===== src/rtl/bus_pkg.sv =====
// Shared definitions for the instruction/data bus arbiter: bus widths and
// the arbiter state encoding.
package bus_pkg;

  localparam int ADDR_W = 32;
  localparam int DATA_W = 32;
  localparam int STRB_W = 4;

  typedef enum logic [1:0] {
    ST_IDLE  = 2'd0,
    ST_FETCH = 2'd1,
    ST_DATA  = 2'd2
  } arb_state_t;

endpackage


===== src/rtl/bus_arbiter_if.sv =====
// External memory bus seen by the arbiter: the arbiter is the master,
// the memory or interconnect is the slave.
interface bus_arbiter_if;
  import bus_pkg::*;

  logic              ext_valid;
  logic              ext_instruction;
  logic [ADDR_W-1:0] ext_address;
  logic [DATA_W-1:0] ext_write_data;
  logic [STRB_W-1:0] ext_write_strobe;
  logic              ext_ready;
  logic [DATA_W-1:0] ext_read_data;

  modport master (
    output ext_valid,
    output ext_instruction,
    output ext_address,
    output ext_write_data,
    output ext_write_strobe,
    input  ext_ready,
    input  ext_read_data
  );

  modport slave (
    input  ext_valid,
    input  ext_instruction,
    input  ext_address,
    input  ext_write_data,
    input  ext_write_strobe,
    output ext_ready,
    output ext_read_data
  );

endinterface


===== src/rtl/bus_arbiter.sv =====
// Two-port (fetch/data) arbiter onto a single external bus. Data wins ties
// unless fetch has been passed over STARVE_LIMIT times in a row.
module bus_arbiter
  import bus_pkg::*;
#(
  parameter int STARVE_LIMIT = 4
) (
  input  logic              clk,
  input  logic              reset,
  input  logic              f_req,
  input  logic [ADDR_W-1:0] f_addr,
  input  logic              f_kill,
  output logic              f_ready,
  output logic [DATA_W-1:0] f_rdata,
  input  logic              d_req,
  input  logic [ADDR_W-1:0] d_addr,
  input  logic [DATA_W-1:0] d_wdata,
  input  logic [STRB_W-1:0] d_wstrb,
  output logic              d_ready,
  output logic [DATA_W-1:0] d_rdata,
  bus_arbiter_if.master     ext,
  output logic              busy
);

  localparam int CNT_W = 4;

  arb_state_t       state;
  logic [CNT_W-1:0] starve_cnt;
  logic             drop;
  logic             starve_hit;
  logic             grant_data;
  logic             grant_fetch;
  logic             xfer_done;

  assign starve_hit  = (starve_cnt == CNT_W'(STARVE_LIMIT));
  assign grant_data  = d_req && !(starve_hit && f_req);
  assign grant_fetch = f_req && !grant_data;

  always_ff @(posedge clk) begin
    if (!reset) begin
      state                <= ST_IDLE;
      starve_cnt           <= '0;
      drop                 <= 1'b0;
      ext.ext_valid        <= 1'b0;
      ext.ext_instruction  <= 1'b0;
      ext.ext_address      <= '0;
      ext.ext_write_data   <= '0;
      ext.ext_write_strobe <= '0;
    end else begin
      case (state)
        ST_IDLE: begin
          drop <= 1'b0;
          if (grant_data) begin
            state                <= ST_DATA;
            ext.ext_valid        <= 1'b1;
            ext.ext_instruction  <= 1'b0;
            ext.ext_address      <= d_addr;
            ext.ext_write_data   <= d_wdata;
            ext.ext_write_strobe <= d_wstrb;
            // Only a data grant that overtakes a waiting fetch counts toward starvation
            if (!f_req) begin
              starve_cnt <= '0;
            end else if (!starve_hit) begin
              starve_cnt <= starve_cnt + 1'b1;
            end
          end else if (grant_fetch) begin
            state                <= ST_FETCH;
            ext.ext_valid        <= 1'b1;
            ext.ext_instruction  <= 1'b1;
            ext.ext_address      <= f_addr;
            ext.ext_write_data   <= '0;
            ext.ext_write_strobe <= '0;
            starve_cnt           <= '0;
          end else begin
            starve_cnt <= '0;
          end
        end
        ST_FETCH, ST_DATA: begin
          if (state == ST_FETCH && f_kill) begin
            drop <= 1'b1;
          end
          if (ext.ext_ready) begin
            state         <= ST_IDLE;
            ext.ext_valid <= 1'b0;
            drop          <= 1'b0;
          end
        end
        default: begin
          state         <= ST_IDLE;
          ext.ext_valid <= 1'b0;
        end
      endcase
    end
  end

  // A kill arriving in the completion cycle itself must also swallow the response
  assign xfer_done = reset && ext.ext_ready;
  assign f_ready   = (state == ST_FETCH) && xfer_done && !drop && !f_kill;
  assign d_ready   = (state == ST_DATA) && xfer_done;
  assign f_rdata   = ext.ext_read_data;
  assign d_rdata   = ext.ext_read_data;
  assign busy      = (state != ST_IDLE);

endmodule


===== src/flat_wrapper.sv =====
// flat-port wrapper written by rule: the top's interface ports become plain ports
module bus_arbiter_flat import bus_pkg::*;
#(
  parameter int STARVE_LIMIT = 4
)
  (clk, reset, f_req, f_addr, f_kill, f_ready, f_rdata, d_req, d_addr, d_wdata, d_wstrb, d_ready, d_rdata, busy, ext_ext_valid, ext_ext_instruction, ext_ext_address, ext_ext_write_data, ext_ext_write_strobe, ext_ext_ready, ext_ext_read_data);
  bus_arbiter_if ext_i ();
  input  logic clk;
  input  logic reset;
  input  logic f_req;
  input  logic [ADDR_W-1:0] f_addr;
  input  logic f_kill;
  output logic f_ready;
  output logic [DATA_W-1:0] f_rdata;
  input  logic d_req;
  input  logic [ADDR_W-1:0] d_addr;
  input  logic [DATA_W-1:0] d_wdata;
  input  logic [STRB_W-1:0] d_wstrb;
  output logic d_ready;
  output logic [DATA_W-1:0] d_rdata;
  output logic busy;
  output wire logic [$bits(ext_i.ext_valid)-1:0] ext_ext_valid;
  output wire logic [$bits(ext_i.ext_instruction)-1:0] ext_ext_instruction;
  output wire logic [$bits(ext_i.ext_address)-1:0] ext_ext_address;
  output wire logic [$bits(ext_i.ext_write_data)-1:0] ext_ext_write_data;
  output wire logic [$bits(ext_i.ext_write_strobe)-1:0] ext_ext_write_strobe;
  input wire logic [$bits(ext_i.ext_ready)-1:0] ext_ext_ready;
  input wire logic [$bits(ext_i.ext_read_data)-1:0] ext_ext_read_data;
  assign ext_ext_valid = ext_i.ext_valid;
  assign ext_ext_instruction = ext_i.ext_instruction;
  assign ext_ext_address = ext_i.ext_address;
  assign ext_ext_write_data = ext_i.ext_write_data;
  assign ext_ext_write_strobe = ext_i.ext_write_strobe;
  assign ext_i.ext_ready = ext_ext_ready;
  assign ext_i.ext_read_data = ext_ext_read_data;
  bus_arbiter #(.STARVE_LIMIT(STARVE_LIMIT)) u_core (.clk(clk), .reset(reset), .f_req(f_req), .f_addr(f_addr), .f_kill(f_kill), .f_ready(f_ready), .f_rdata(f_rdata), .d_req(d_req), .d_addr(d_addr), .d_wdata(d_wdata), .d_wstrb(d_wstrb), .d_ready(d_ready), .d_rdata(d_rdata), .ext(ext_i), .busy(busy));
endmodule

===== config.mk =====
export PLATFORM = sky130hd
export DESIGN_NAME = bus_arbiter_flat
export DESIGN_NICKNAME = d
export VERILOG_FILES = /design/src/rtl/bus_pkg.sv /design/src/rtl/bus_arbiter_if.sv /design/src/rtl/bus_arbiter.sv /design/src/flat_wrapper.sv
export SDC_FILE = /design/constraint.sdc
export NUM_CORES = 1
export LEC_CHECK = 0
export CAP_MARGIN = 30
export CORE_MARGIN = 8
export CORE_UTILIZATION = 35
export DETAILED_ROUTE_END_ITERATION = 10
export GPL_ROUTABILITY_DRIVEN = 0
export PLACE_DENSITY = 0.82
export SLEW_MARGIN = 30
export SYNTH_ARGS = -nofsm -noshare
export SYNTH_HDL_FRONTEND = slang
export SYNTH_SLANG_ARGS = --single-unit

===== constraint.sdc =====
create_clock -name clk -period 2.3 [get_ports clk]
set_clock_uncertainty 0.2 [all_clocks]
set_input_delay 0.345 -clock clk [delete_from_list [all_inputs] [get_ports clk]]
set_output_delay 0.345 -clock clk [all_outputs]
set_load 0.05 [all_outputs]

# After elaboration in Yosys (flattened, before gate mapping)
# Cells that the tools add are included.
# word_totals
regBits,77
output_inout_bits,137
# classes
addsub,1
n_eq_ne,7
mux,21
n_reduce_logical,22
# ops
cell,n
$mux 32,4
$mux 4,5
$logic_and 1x1->1,9
$reduce_and 2->1,4
$mux 1,6
$mux 2,3
$reduce_bool 2->1,3
$add 4x1->4 const B,1
$eq 4x3->1 const B,1
$logic_not 1->1,4
$pmux 1 s2,2
$pmux 2 s2,1
$ne 3x1->1 const B,1
$ne 3x2->1 const B,1
$ne 3x3->1 const B,1
$eq 2x1->1 const B,1
$eq 2x2->1 const B,1
$logic_not 2->1,1
$ne 2x2->1 const B,1
$reduce_or 2->1,1

# Depth between registers and ports, before layout
# logic_depth
depth_word,9
ltp_mapped,8
ltp_nobuf,5

# Worst setup path before layout
# OpenSTA, ideal clock, no wires.
# synth_path
kind,input-to-output
startpoint,in reset
endpoint,out f_ready
arrival_time_ps,1478
slack_ps,277
path_stages,4
n_path_buf,2
path_cell_list,buf_2 -> buf_1 -> nand4b_1 -> nor2_1
# synth_between
elab_chain_cells,4
# synth_rtl
item,line,source
"start, declared",flat_wrapper.sv:9,input logic reset;
$logic_and 1x1->1,bus_arbiter.sv:97,assign xfer_done = reset && ext.ext_ready;
$logic_and 1x1->1 (3 in a row),bus_arbiter.sv:98,assign f_ready = (state == ST_FETCH) && xfer_done && !drop && !f_kill;
"end, declared",flat_wrapper.sv:13,output logic f_ready;
# Every way passes these cells.

# Worst setup path in the final report
# layout_path
startpoint,reg u_core.ext.ext_write_data[8]
endpoint,out ext_ext_write_data[8]
# layout_rtl
item,line,source
"start, declared",bus_arbiter_if.sv:18,"output ext_write_data,"
"start signal, assigned",bus_arbiter.sv:58,ext.ext_write_data <= d_wdata;
"end, declared",flat_wrapper.sv:25,output wire logic [$bits(ext_i.ext_write_data)-1:0] ext_ext_write_data;
# No word-level cell between the ends.

==> reports/results.tsv <==
metric	value	unit
status	finished clean	
post-layout util	50.6	%
NetSw	1440	µW
switching share of power	35.2	%
Int Pwr	2650	µW
Post-synth top cells	dfxtp_1, buf_4, o21ai_0	
Reg-to-Reg End	u_core.ext.ext_address[3]$_SDFFE_PN0P_	
die span in y	120	µm
met1 WL	4820	µm
largest net degree at the start of global routing	57	
crit path max fanout	2	
vias in the first global route	3844	
Top Ports	275	
slowest stage delay, CP	0.83	ns
Post-Syn Nets	584	
R2R Path Start	u_core.starve_cnt[0]$_SDFFE_PN0P_	
Max Buffers Root-to-Sink	2	
All-Layer GR Usage	17.8	%
DIE AREA	14400	µm²
worst path arrival time	1.54	ns
top-count cell post-synth	dfxtp_1	
DR top layer	met4	
Register Area	1540	µm²
# setup viols final	0	
R2R depth	6	
CTS buffer count	9	
CTS-repair resized insts	0	
DRC viols	0	
Max VDD drop	0.381	mV
# fillers	1006	
layout cells sized above 1	7.01	%
critical path endpoint category	primary output	
synthesized instance count	440	
Startpoint Class	flop	
Yosys cell types	32	
leading area contributor after synthesis	dfxtp_1	
YS warnings	0	
# rows	38	
initial antenna violation count	0	
nets	681	
worst slew pin tran	0.849	ns
fin crit period	2.09	ns
met2 wire length	6890	µm
clock transition at the registers of the reported paths	0.09	ns
Post-CTS Setup Bufs	0	
RSZ-0062 raised after global routing	false	
hold depth	3	
HPWL after DPL	9940	µm
max-slew violation count	0	
gr ovfl total	0	
Worst Path Buf+Inv	1	
DRT Wirelength	13500	µm
core area	10700	µm²
Final Hold Fails	0	
post-route setup TNS	0	ns
clock sink count	77	
R2R Setup Slk	0.50	ns
Area contributors post-synth	dfxtp_1, buf_4, a32oi_1	
hold_buf cts	0	
via count	3747	
MaxCap Viol Count	0	
Cell Chain, Critical Path	clkdlybuf4s50_1	
DR iter-0 viols	226	
Post-DRT Antenna Nets	0	
LEAKAGE	0.00192	µW
WL/cell	19.7	µm
number of enable flip-flop cells after synthesis	0	
Multi-input gate area	1510	µm²
Clk Latency, worst-skew pair	0.34	ns
Fmax achieved	0.480	GHz
CTS tree	done	
Vias/cell	5.49	
Max-slew headroom	43.0	%
PortBufs	178	
fin crit share	90.7	%
Mapped Area	3780	µm²
Worst Hold Path EP	u_core.starve_cnt[2]$_SDFFE_PN0P_	
met3 WL post-DR	1510	µm
DRT Pass-1 Iters	4	
sequential area share after synthesis	40.8	%
Critical Path RT	1.75	ns
non-filler cells, final	682	
DIE WIDTH	120	µm
slowest CP cell	clkdlybuf4s50_1	
HP Start	d_req	
Synth Flop Type	dfxtp_1	
Tot Pwr	4090	µW
clock share of power	29.0	%
synthesized flop and latch total	77	
Yosys top cell area share	40.8	%
power per cell area	756	nW/µm²
first-pass GRT wire length	20800	µm
kind of cell adding the most delay to the critical path	buffers and inverters	
Setup CP Type	reg -> out	
Initial Util	35.3	%
min-delay worst type	in -> reg	
n_diodes	0	
Gate power share	33.5	%
asr flop ratio synth	0	%
area delta synth->final	43.3	%
Root Driver	clkbuf_8	
Syn Area/Cell	8.59	µm²
sequential share of power	37.5	%
H-tree levels	3	
dpl cells	666	
[through the flow]
stage,worst slack (ns),hold WS (ns),cell area [µm²]
2_1_floorplan,0.277,0.267,3780
3_3_place_gp,0.202,0.264,5180
3_5_place_dp,0.100,0.278,5180
4_1_cts,0.130,0.195,5410
5_1_grt,0.139,0.219,5420
6_report,0.215,0.224,5420
[layout by cell type, fill, tap and decap left out, types with 5 or more instances in the layout]
cell type | netlist | routed
clkdlybuf4s50_1 | 0 | 174
dfxtp_1 | 77 | 77
o21ai_0 | 49 | 49
a21oi_1 | 38 | 38
nor2_1 | 37 | 37
a32oi_1 | 36 | 36
a31oi_1 | 34 | 34
o21ai_1 | 19 | 19
buf_4 | 68 | 11
clkbuf_8 | 0 | 10
inv_1 | 7 | 6
nand2_1 | 6 | 6
ha_1 | 6 | 5
buf_12 | 0 | 5
[cell type report]
type                            count  share of cell area (%)
Clock buffer                       10                    2.54
Tap cell                          140                    3.23
Clock inverter                      6                    1.73
Multi-Input combinational cell    250                    27.9
Sequential cell                    77                    28.5
Inverter                            8                   0.554
Timing Repair Buffer              191                    35.6
[state kept, by name, summed over array words and instances, names as in the netlist]
signal and cells:
u_core.ext.ext_instruction 1, u_core.ext.ext_write_data 32, u_core.ext.ext_write_strobe 4, u_core.drop 1, u_core.ext.ext_valid 1, u_core.state 2, u_core.ext.ext_address 32, u_core.starve_cnt 4
[cells by family after synthesis]
logic type      Yosys count  synth area share (%)
compound gates          182                  29.6
fa+ha+maj                 6                  1.99
buf+inv                 113                  19.6
flops                    77                  40.8
simple gates             62                  8.01
[power groups by stage]
stage	Combinational [µW]	Sequential, µW	Clock (µW)
after detailed placement	1370	1560	0
after global placement	1360	1560	0
after global routing	1450	1550	1290
final	1370	1540	1190
after floorplan	705	1990	0
after CTS	1380	1540	1220
[routing by layer]
layer | global-route usage, % | vias up
met4 | 5.39 | 0
li1 | - | 1731
met3 | 9.07 | 19
met2 | 32.0 | 228
met5 | 0.694 | -
met1 | 17.5 | 1769
[how the worst max path moves through the flow]
stage | startpoint | to | cells past startpoint | slack, ns
floorplan | reset | f_ready | 4 | 0.28
CTS | u_core.state[0]$_SDFFE_PN0P_ | busy | 4 | 0.13
global placement | f_req | u_core.ext.ext_address[1]$_SDFFE_PN0P_ | 5 | 0.20
detailed placement | f_req | u_core.ext.ext_address[3]$_SDFFE_PN0P_ | 5 | 0.10
global route | u_core.ext.ext_write_strobe[1]$_SDFFE_PN0P_ | ext_ext_write_strobe[1] | 1 | 0.14
finish | u_core.ext.ext_write_data[8]$_SDFFE_PN0P_ | ext_ext_write_data[8] | 1 | 0.21
Note: power is estimated with default switching activity, not from simulation.
